$ cat src/rtl/sad3_min_tracker.sv
// Final SAD stage: reduces four partial SADs to one candidate score and tracks
// the minimum SAD and its index across one search window.
module sad3_min_tracker #(
  parameter int NUM_CANDIDATES = 16,
  parameter int IDX_W          = 8
) (
  input  logic             Clk,
  input  logic             Reset,
  input  logic             Start,
  input  logic             InValid,
  input  logic [31:0]      A2,
  input  logic [31:0]      B2,
  input  logic [31:0]      C2,
  input  logic [31:0]      D2,
  output logic [31:0]      oSAD,
  output logic             oSADValid,
  output logic [31:0]      oMinSAD,
  output logic [IDX_W-1:0] oMinIndex,
  output logic             oBusy,
  output logic             oDone
);

  typedef enum logic [1:0] {
    IDLE  = 2'd0,
    ACCUM = 2'd1,
    DONE  = 2'd2
  } state_t;

  localparam logic [IDX_W-1:0] LAST_INDEX = IDX_W'(NUM_CANDIDATES - 1);

  state_t           state;
  logic [IDX_W-1:0] count;
  logic [33:0]      sumWide;
  logic [31:0]      candSum;

  // Two guard bits hold every possible carry of a four-way 32-bit add.
  always_comb begin
    sumWide = {2'b00, A2} + {2'b00, B2} + {2'b00, C2} + {2'b00, D2};
    candSum = (|sumWide[33:32]) ? 32'hFFFF_FFFF : sumWide[31:0];
  end

  // Start wins in every state, so a restart drops any candidate arriving with it.
  always_ff @(posedge Clk or negedge Reset) begin
    if (!Reset) begin
      state     <= IDLE;
      count     <= '0;
      oSAD      <= '0;
      oSADValid <= 1'b0;
      oMinSAD   <= 32'hFFFF_FFFF;
      oMinIndex <= '0;
      oBusy     <= 1'b0;
      oDone     <= 1'b0;
    end else begin
      oSADValid <= 1'b0;
      oDone     <= 1'b0;
      if (Start) begin
        state     <= ACCUM;
        count     <= '0;
        oMinSAD   <= 32'hFFFF_FFFF;
        oMinIndex <= '0;
        oBusy     <= 1'b1;
      end else begin
        case (state)
          IDLE: begin
            oBusy <= 1'b0;
          end
          ACCUM: begin
            if (InValid) begin
              oSAD      <= candSum;
              oSADValid <= 1'b1;
              if (candSum < oMinSAD) begin
                oMinSAD   <= candSum;
                oMinIndex <= count;
              end
              if (count == LAST_INDEX) begin
                state <= DONE;
                oDone <= 1'b1;
                oBusy <= 1'b0;
              end else begin
                count <= count + 1'b1;
              end
            end
          end
          DONE: begin
            state <= IDLE;
            oBusy <= 1'b0;
          end
          default: begin
            state <= IDLE;
            oBusy <= 1'b0;
          end
        endcase
      end
    end
  end

endmodule

$ cat config.mk
export PLATFORM = sky130hd
export DESIGN_NAME = sad3_min_tracker
export DESIGN_NICKNAME = d
export VERILOG_FILES = /design/src/rtl/sad3_min_tracker.sv
export SDC_FILE = /design/constraint.sdc
export NUM_CORES = 1
export LEC_CHECK = 0
export ABC_CLOCK_PERIOD_IN_PS = 3500
export BUFFER_PORTS_ARGS = -buffer_cell sky130_fd_sc_hd__buf_2
export CAP_MARGIN = 20
export CORE_MARGIN = 1.5
export CORE_UTILIZATION = 56
export CTS_BUF_LIST = sky130_fd_sc_hd__clkbuf_2
export CTS_CLUSTER_SIZE = 28
export DETAILED_ROUTE_END_ITERATION = 6
export PLACE_DENSITY = 0.84
export SYNTH_ARGS = -nofsm -noshare
export SYNTH_HDL_FRONTEND = slang
export SYNTH_SLANG_ARGS = --single-unit
export TNS_END_PERCENT = 100
$ cat constraint.sdc
create_clock -name Clk -period 3.5 [get_ports Clk]
set_input_delay 0.35 -clock Clk [delete_from_list [all_inputs] [get_ports Clk]]
set_output_delay 0.35 -clock Clk [all_outputs]
set_load 0.005 [all_outputs]
# Yosys cells after proc, flatten, opt, wreduce, memory -nomap -nowiden
# Index checks and enable logic that the tools add are counted.
[op_classes] add_sub_neg=4 mul=0 n_div=0 n_lt_le_gt_ge=1 eq_ne=6 n_shift=0 n_mux=28 n_bitwise=1 reduce_logical=10
[ops] op="$mux 32" n=5
[ops] op="$mux 8" n=8
[ops] op="$add 33x32->34" n=1
[ops] op="$add 34x32->34" n=1
[ops] op="$add 32x32->33" n=1
[ops] op="$lt 32x32->1" n=1
[ops] op="$reduce_and 3->1" n=4
[ops] op="$mux 1" n=11
[ops] op="$add 8x1->8 const B" n=1
[ops] op="$eq 8x4->1 const B" n=1
[ops] op="$mux 2" n=3
[ops] op="$ne 3x3->1 const B" n=2
[ops] op="$reduce_bool 2->1" n=3
[ops] op="$ne 2x2->1 const B" n=2
[ops] op="$pmux 2 s2" n=1
[ops] op="$eq 2x1->1 const B" n=1
[ops] op="$logic_not 2->1" n=1
[ops] op="$reduce_and 2->1" n=1
[ops] op="$reduce_or 2->1" n=1
[ops] op="$not 1->1" n=1
[word_totals] ff_bits=85 latchBits=0 mem_bits_rw=0 romBits=0 out_inout_bits=75 n_memories=0

# Logic depth before layout (Yosys ltp)
# Gate-level depths: netlist of the first run.
[logic_depth] ltp_word=10 depth_mapped=27

# Worst setup path after synthesis of the first run
# No wires, ideal clock.
[synth_path] kind="input to register" from="input port A2[20]" to="register oMinSAD[0]" setup_time_ps=77 t_arrival_ps=5783 required_time_ps=3423 path_slack_ps=-2360 path_stages=25 path_buffers=3 path_cell_list="inv_1 -> fa_1 -> fa_1 -> inv_1 -> ha_1 -> a21oi_2 -> o211ai_1 -> a31o_1 -> a221oi_2 -> a21oi_2 -> a311oi_1 -> clkbuf_1 -> o21ai_0 -> ha_1 -> a21o_1 -> a21o_1 -> a211oi_1 -> o21ai_0 -> a21oi_1 -> o211ai_1 -> a31oi_1 -> clkbuf_1 -> clkbuf_1 -> nor3_1 -> a31oi_1"
[synth_lines] item="from (decl)" line_no="11" rtl="input logic [31:0] A2,"
[synth_lines] item="$add 32x32->33" line_no="38" rtl="sumWide = {2'b00, A2} + {2'b00, B2} + {2'b00, C2} + {2'b00, D2};"
[synth_lines] item="$add 33x32->34" line_no="38"
[synth_lines] item="$add 34x32->34" line_no="38"
[synth_lines] item="$reduce_or 2->1" line_no="39" rtl="candSum = (|sumWide[33:32]) ? 32'hFFFF_FFFF : sumWide[31:0];"
[synth_lines] item="$mux 32" line_no="39"
[synth_lines] item="named net candSum[17]" line_no="34" rtl="logic [31:0] candSum;"
[synth_lines] item="$lt 32x32->1" line_no="71" rtl="if (candSum < oMinSAD) begin"
[synth_lines] item="$reduce_bool 2->1 (no source line)"
[synth_lines] item="$reduce_and 3->1 (no source line)"
[synth_lines] item="to (signal assigned)" line_no="72" rtl="oMinSAD <= candSum;"
[synth_lines] item="to (decl)" line_no="17" rtl="output logic [31:0] oMinSAD,"
# The timed path passes the listed nets, and every way through them passes these cells. The select of a mux whose other input is x is not followed.
# A chain may end at the register's enable or synchronous reset.

# Worst setup path in the final report of the first run
[layout_path] from="input port A2[10]" to="register oMinIndex[7]"
[layout_via] elab_chain_len=8
[layout_lines] item="$add 32x32->33" line_no="38"
[layout_lines] item="$add 33x32->34" line_no="38"
[layout_lines] item="$add 34x32->34" line_no="38"
[layout_lines] item="$reduce_or 2->1" line_no="39"
[layout_lines] item="$mux 32" line_no="39"
[layout_lines] item="named net candSum[8]" line_no="34"
[layout_lines] item="$lt 32x32->1" line_no="71"
[layout_lines] item="$reduce_bool 2->1 (no source line)"
[layout_lines] item="$reduce_and 3->1 (no source line)"
[layout_lines] item="to (signal assigned)" line_no="73" rtl="oMinIndex <= count;"
[layout_lines] item="to (decl)" line_no="18" rtl="output logic [IDX_W-1:0] oMinIndex,"
# The timed path passes the listed nets, and every way through them passes these cells.

==> flow_metrics.tcl, run 1 <==
set metrics [dict create \
    p_per_area_mw_per_mm2 864 \
    finalCritPeriodShare 1.84 \
    nets 1593 \
    finalHoldViolations 0 \
    synth_top_cell_area_share 0.163 \
    rows 43 \
    die_h_um 124 \
    grt.total_usage 0.335 \
    worst_setup_path_start_kind "input pin" \
    ios 207 \
    drive_gt1_frac 0.452 \
    ant_nets 0 \
    grt_overflow 0 \
    core_mm2 0.0140 \
    grt_max_degree 86 \
    ys_top_cells_by_count "inv_1, nor2_1, a21oi_1" \
    crit_path_end_kind "register" \
    dr.pass1.iters 7 \
    worst_slew_pin_slew_ns 1.26 \
    area.growth.synth_to_final_pct 49.6 \
    status "finished, violations left" \
    reg2regPathDepth 14 \
    slowest_delay_ns 0.61 \
    htree_levels 3 \
    clock_skew_ns 0.0451 \
    dp.cells 1462 \
    grt_pass1_vias 8995 \
    numCtsBuffers 9 \
    syn_nets 1217 \
    first_iter_violations 1719 \
    die_x_um 124 \
    clockBufferDepth 2 \
    avgSynthCellArea_um2 8.51 \
    cp_max_fo 11 \
    crit_required_ns 4.02 \
    holdCritPathClass "in -> async" \
    p_leak_nw 6.23 \
    synth_edf_count 0 \
    ys_ff_latch 85 \
    slew_headroom 0.158 \
    synth.area.top_cells "dfrtp_1, fa_1, dfstp_2, inv_1, ha_1" \
    layout_setup_ws_ns -2.93 \
    ys_warn_count 0 \
    finish.instance_area_mm2 0.0122 \
    numClockSinks 85 \
    clkSlewWorstSetupHoldPaths_ns 0.27 \
    clock_latency_ns 0.63 \
    synth_cell_types 59 \
    globalplace.congestion 0.913 \
    placed_area_mm2 0.0108 \
    vias_per_cell 6.51 \
    fin_cells 1519 \
    finalSetupViolations 72 \
    period_needed_ns 6.43 \
    worstPathArrival_ns 6.95 \
    crit_family "compound AO/OA/AOI/OAI gates" \
    start_util 0.580 \
    grt_pass1_wl_mm 40.2 \
    slew_violations 0 \
    synthCells 956 \
    cts_tree "done" \
    cp.depth 30 \
    routedWlPerCell_um 24.2 \
    drcViolationCount 23 \
    synth_async_sr_flop_share 1.00 \
    grt_setup_unrepaired "true" \
    critPathKind "in -> reg" \
    critPathSlowestCell "a21oi_1" \
    synth_area_mm2 0.00814 \
    yosysTopAreaCell "dfrtp_1" \
    ys.flop_type "dfrtp_1" \
    fmax_mhz 156 \
    root_buffer "clkbuf_2" \
    antenna_found_initial 2 \
    critPathBufInv 10 \
    die-area_mm2 0.0153 \
    routed_wl_mm 36.7 \
    synth.most_common_cell "inv_1" \
    portBuffers 206 \
    violations "DRC, setup timing" \
    holdWs_ns 0.0481 \
    peakVddDrop_uv 517 \
    cap_violations 0 \
    via_count 9895 \
    place_hpwl_mm 18.1 \
    yosysSeqAreaShare 0.266 \
]
[metal layers]
layer  global-route usage  routed length (µm)  vias to the layer above  share of wire
met4                0.198                4140                        4           0.11
met3               0.0632                4890                      447           0.13
met2                0.599               16000                      995           0.44
li1                     -                   -                     3919              -
met5                    0                 115                        -         0.0031
met1                0.371               11500                     4530           0.31
[through the flow]
stage / util / total power, mW / worst slack, ns / setup TNS, ns
3_3_place_gp: 0.769 / 7.01 / -2.28 / -99.95
6_report: 0.867 / 10.5 / -2.93 / -124.05
2_1_floorplan: - / 4.74 / -1.80 / -71.79
3_5_place_dp: 0.769 / 7.17 / -2.45 / -108.99
4_1_cts: 0.805 / 8.39 / -1.71 / -66.70
5_1_grt: 0.867 / 10.9 / -3.00 / -128.25
[repair_timing]
action,4_1_cts,5_1_grt
pin swaps,13,42
buffers inserted,19,15
setup endpoints to repair,43,70
cloned,5,4
hold buffers,2,0
endpoints found under the hold margin,54,0
resized for setup,33,131
[final cells by class]
| cell class | instances | area, µm² |
|---|---|---|
| Inverter | 226 | 866 |
| Clock inverter | 7 | 63.8 |
| Sequential cell | 85 | 2170 |
| Clock buffer | 9 | 45.0 |
| Fill cell | 615 | 1860 |
| Tap cell | 180 | 225 |
| Antenna cell | 2 | 5.00 |
| Timing Repair Buffer | 403 | 2830 |
| Multi-Input combinational cell | 607 | 5970 |
[final timing paths]
path | from | end | slack, ns
max | A2[10] | oMinIndex[7] | -2.93
min | Reset | oSADValid | 0.05
max reg2reg | oMinSAD[9] | oMinIndex[7] | -0.22
min reg2reg | oBusy | oBusy | 0.53
max in group asynchronous | Reset | oMinSAD[31] | 2.80
min in group Clk | Start | count[1] | 0.31
[state kept, by name, indices dropped and copies added (netlist names)]
register and count:
oMinSAD 32, state 2, oMinIndex 8, count 8, oSADValid 1, oBusy 1
oSAD 32, oDone 1
[cells by family after synthesis]
kind of cell | count (synthesis) | share of synthesized area
AO/OA/AOI/OAI | 214 | 0.167
XOR/XNOR | 31 | 0.0334
adder cells (fa/ha/maj) | 129 | 0.257
buffers and inverters | 265 | 0.128
flip-flops | 85 | 0.266
multiplexers | 8 | 0.0105
AND/OR/NAND/NOR | 224 | 0.137
[cells in the final DEF, fill, tap and decap left out, types with 28 or more instances in the layout]
master   Yosys  routed
a21oi_1     69      35
buf_2        5     203
a21oi_2      3      28
dfrtp_1     53      53
buf_4        5     166
nor2_1      83      78
dfstp_2     32      32
inv_1      224     211
nand2_1     37      36
fa_1        64      61
ha_1        65      50
[power by group]
group | total [mW] | switching, mW | internal, mW | leakage, nW
clock | 0.560 | 0.445 | 0.115 | 0.0698
combinational | 8.36 | 4.63 | 3.73 | 5.24
sequential | 1.60 | 0.262 | 1.34 | 0.926
total | 10.5 | 5.33 | 5.19 | 6.23
(Power assumes the default switching activity.)
==> run 2: changes to the inputs <==
ABC_CLOCK_PERIOD_IN_PS = 5400   (was 3500)
CORE_UTILIZATION = 51   (was 56)
PLACE_DENSITY = 0.8   (was 0.84)
REMOVE_ABC_BUFFERS = 1   (was default)
clock period = 5.4 ns   (was 3.5 ns; I/O delays follow)
==> run 2 against run 1 <==
Against the previous run:
- the run ends with setup timing left
- combinational power shrank 49%
- sequential share of layout area grew 1.1 points
- hold slack gained 0.18 ns
- sequential power shrank 37%
- count of clock-buffer cells in the layout is the same
- register-to-register slack gained 2.5 ns
- global-route usage shrank 5.6 points
- largest power group unchanged
==> flow_metrics.tcl, run 2 (synthesized netlist as in run 1, its figures left out) <==
set metrics [dict create \
    nets 1585 \
    drive_gt1_frac 0.415 \
    crit_family "compound AO/OA/AOI/OAI gates" \
    top_regs "oMinSAD (32), oSAD (32)" \
    cp_max_fo 32 \
    holdCritPathClass "in -> reg" \
    layout_common_cells "inv_1, buf_2, buf_4" \
    dr.pass1.iters 7 \
    area.growth.synth_to_final_pct 41.2 \
    peakVddDrop_uv 306 \
    vias_per_cell 5.47 \
    worst_setup_path_start_kind "input pin" \
    grt.total_usage 0.279 \
    numClockSinks 85 \
    holdWs_ns 0.226 \
    routedWlPerCell_um 16.5 \
    clock_skew_ns 0.0406 \
    tns_ns -5.93 \
    final_common_cell "inv_1" \
    htree_levels 3 \
    die-area_mm2 0.0167 \
    cap_violations 0 \
    globalplace.congestion 0.942 \
    start_util 0.530 \
    critPathSlowestCell "fa_1" \
    critPathKind "in -> reg" \
    grt_overflow 0 \
    portBuffers 206 \
    p_leak_nw 6.05 \
    p_per_area_mw_per_mm2 490 \
    drcViolationCount 0 \
    grt_pass1_wl_mm 37.0 \
    critPathMostFrequentCell "buf_4" \
    finalCritPeriodShare 1.05 \
    violations "setup timing" \
    core_mm2 0.0154 \
    worst_slew_pin_slew_ns 1.01 \
    dp_worst_setup_slack_ns -1.04 \
    worstPathArrival_ns 6.18 \
    slew_headroom 0.323 \
    via_count 8424 \
    cts_tree "done" \
    status "finished, violations left" \
    finalSetupViolations 40 \
    ant_nets 0 \
    slowest_delay_ns 0.51 \
    die_x_um 129 \
    die_h_um 129 \
    ios 207 \
    numCtsBuffers 9 \
    diodes 0 \
    slew_violations 0 \
    clock_latency_ns 0.59 \
    layout_setup_ws_ns -0.248 \
    crit_required_ns 5.93 \
    place_hpwl_mm 17.6 \
    final_util 0.747 \
    critPathBufInv 11 \
    root_buffer "clkbuf_2" \
    antenna_found_initial 0 \
    clkSlewWorstSetupHoldPaths_ns 0.27 \
    clockBufferDepth 2 \
    first_iter_violations 801 \
    fin_cells 1540 \
    grt_pass1_vias 8103 \
    grt_setup_unrepaired "true" \
    routed_wl_mm 25.4 \
    grt_max_degree 76 \
    crit_path_end_kind "register" \
    fmax_mhz 177 \
    period_needed_ns 5.65 \
    rows 45 \
    dp.cells 1501 \
    finalHoldViolations 0 \
]
## run 2: per-layer routing
layer,up-vias,global-route usage,wire [µm]
li1,3888,-,-
met1,3953,0.323,9410
met2,466,0.502,12700
met3,117,0.0652,2110
met4,0,0.108,1190
met5,-,0,0
## run 2: tightest hold or removal path, delay by kind of cell
family        cells  cell delay, ns
simple gates      3            0.19
buf+inv           1            0.09
## run 2: through the flow
stage               instance area [µm²]  power [mW]
floorplan                          7950        2.72
global route                      11500        6.01
finish                            11500        5.63
detailed placement                10600        4.46
global placement                  10600        4.36
CTS                               11000        5.10
## run 2: area by class of cell
class	count	area, µm²
Inverter	226	848
Clock buffer	9	45.0
Fill cell	1014	3880
Clock inverter	7	56.3
Timing Repair Buffer	396	2600
Sequential cell	85	2170
Multi-Input combinational cell	606	5510
Tap cell	211	264
## run 2: path summary, 6_finish.rpt
check | start | to | slack, ns | cells past startpoint
setup / recovery | B2[1] | oMinSAD[19] | -0.25 | 30
hold reg to reg | oSAD[27] | oSAD[27] | 0.54 | 1
min in group asynchronous | Reset | oSAD[20] | 0.43 | 2
setup reg to reg | oMinSAD[17] | oMinSAD[19] | 2.26 | 14
hold / removal | InValid | state[0] | 0.23 | 4
max in group asynchronous | Reset | oMinIndex[5] | 4.01 | 3
## run 2: power breakdown
| group | internal (mW) | switching, mW | leakage [nW] |
|---|---|---|---|
| clock network | 0.0664 | 0.252 | 0.0585 |
| registers | 0.866 | 0.146 | 0.926 |
| logic | 2.07 | 2.24 | 5.06 |
## run 2: timing repair
action	4_1_cts	5_1_grt
endpoints found under the hold margin	20	0
endpoints found under the setup margin	40	40
buffers inserted	7	15
hold buffers	1	0
pin swaps	19	52
resized for setup	59	86
cloned	2	2
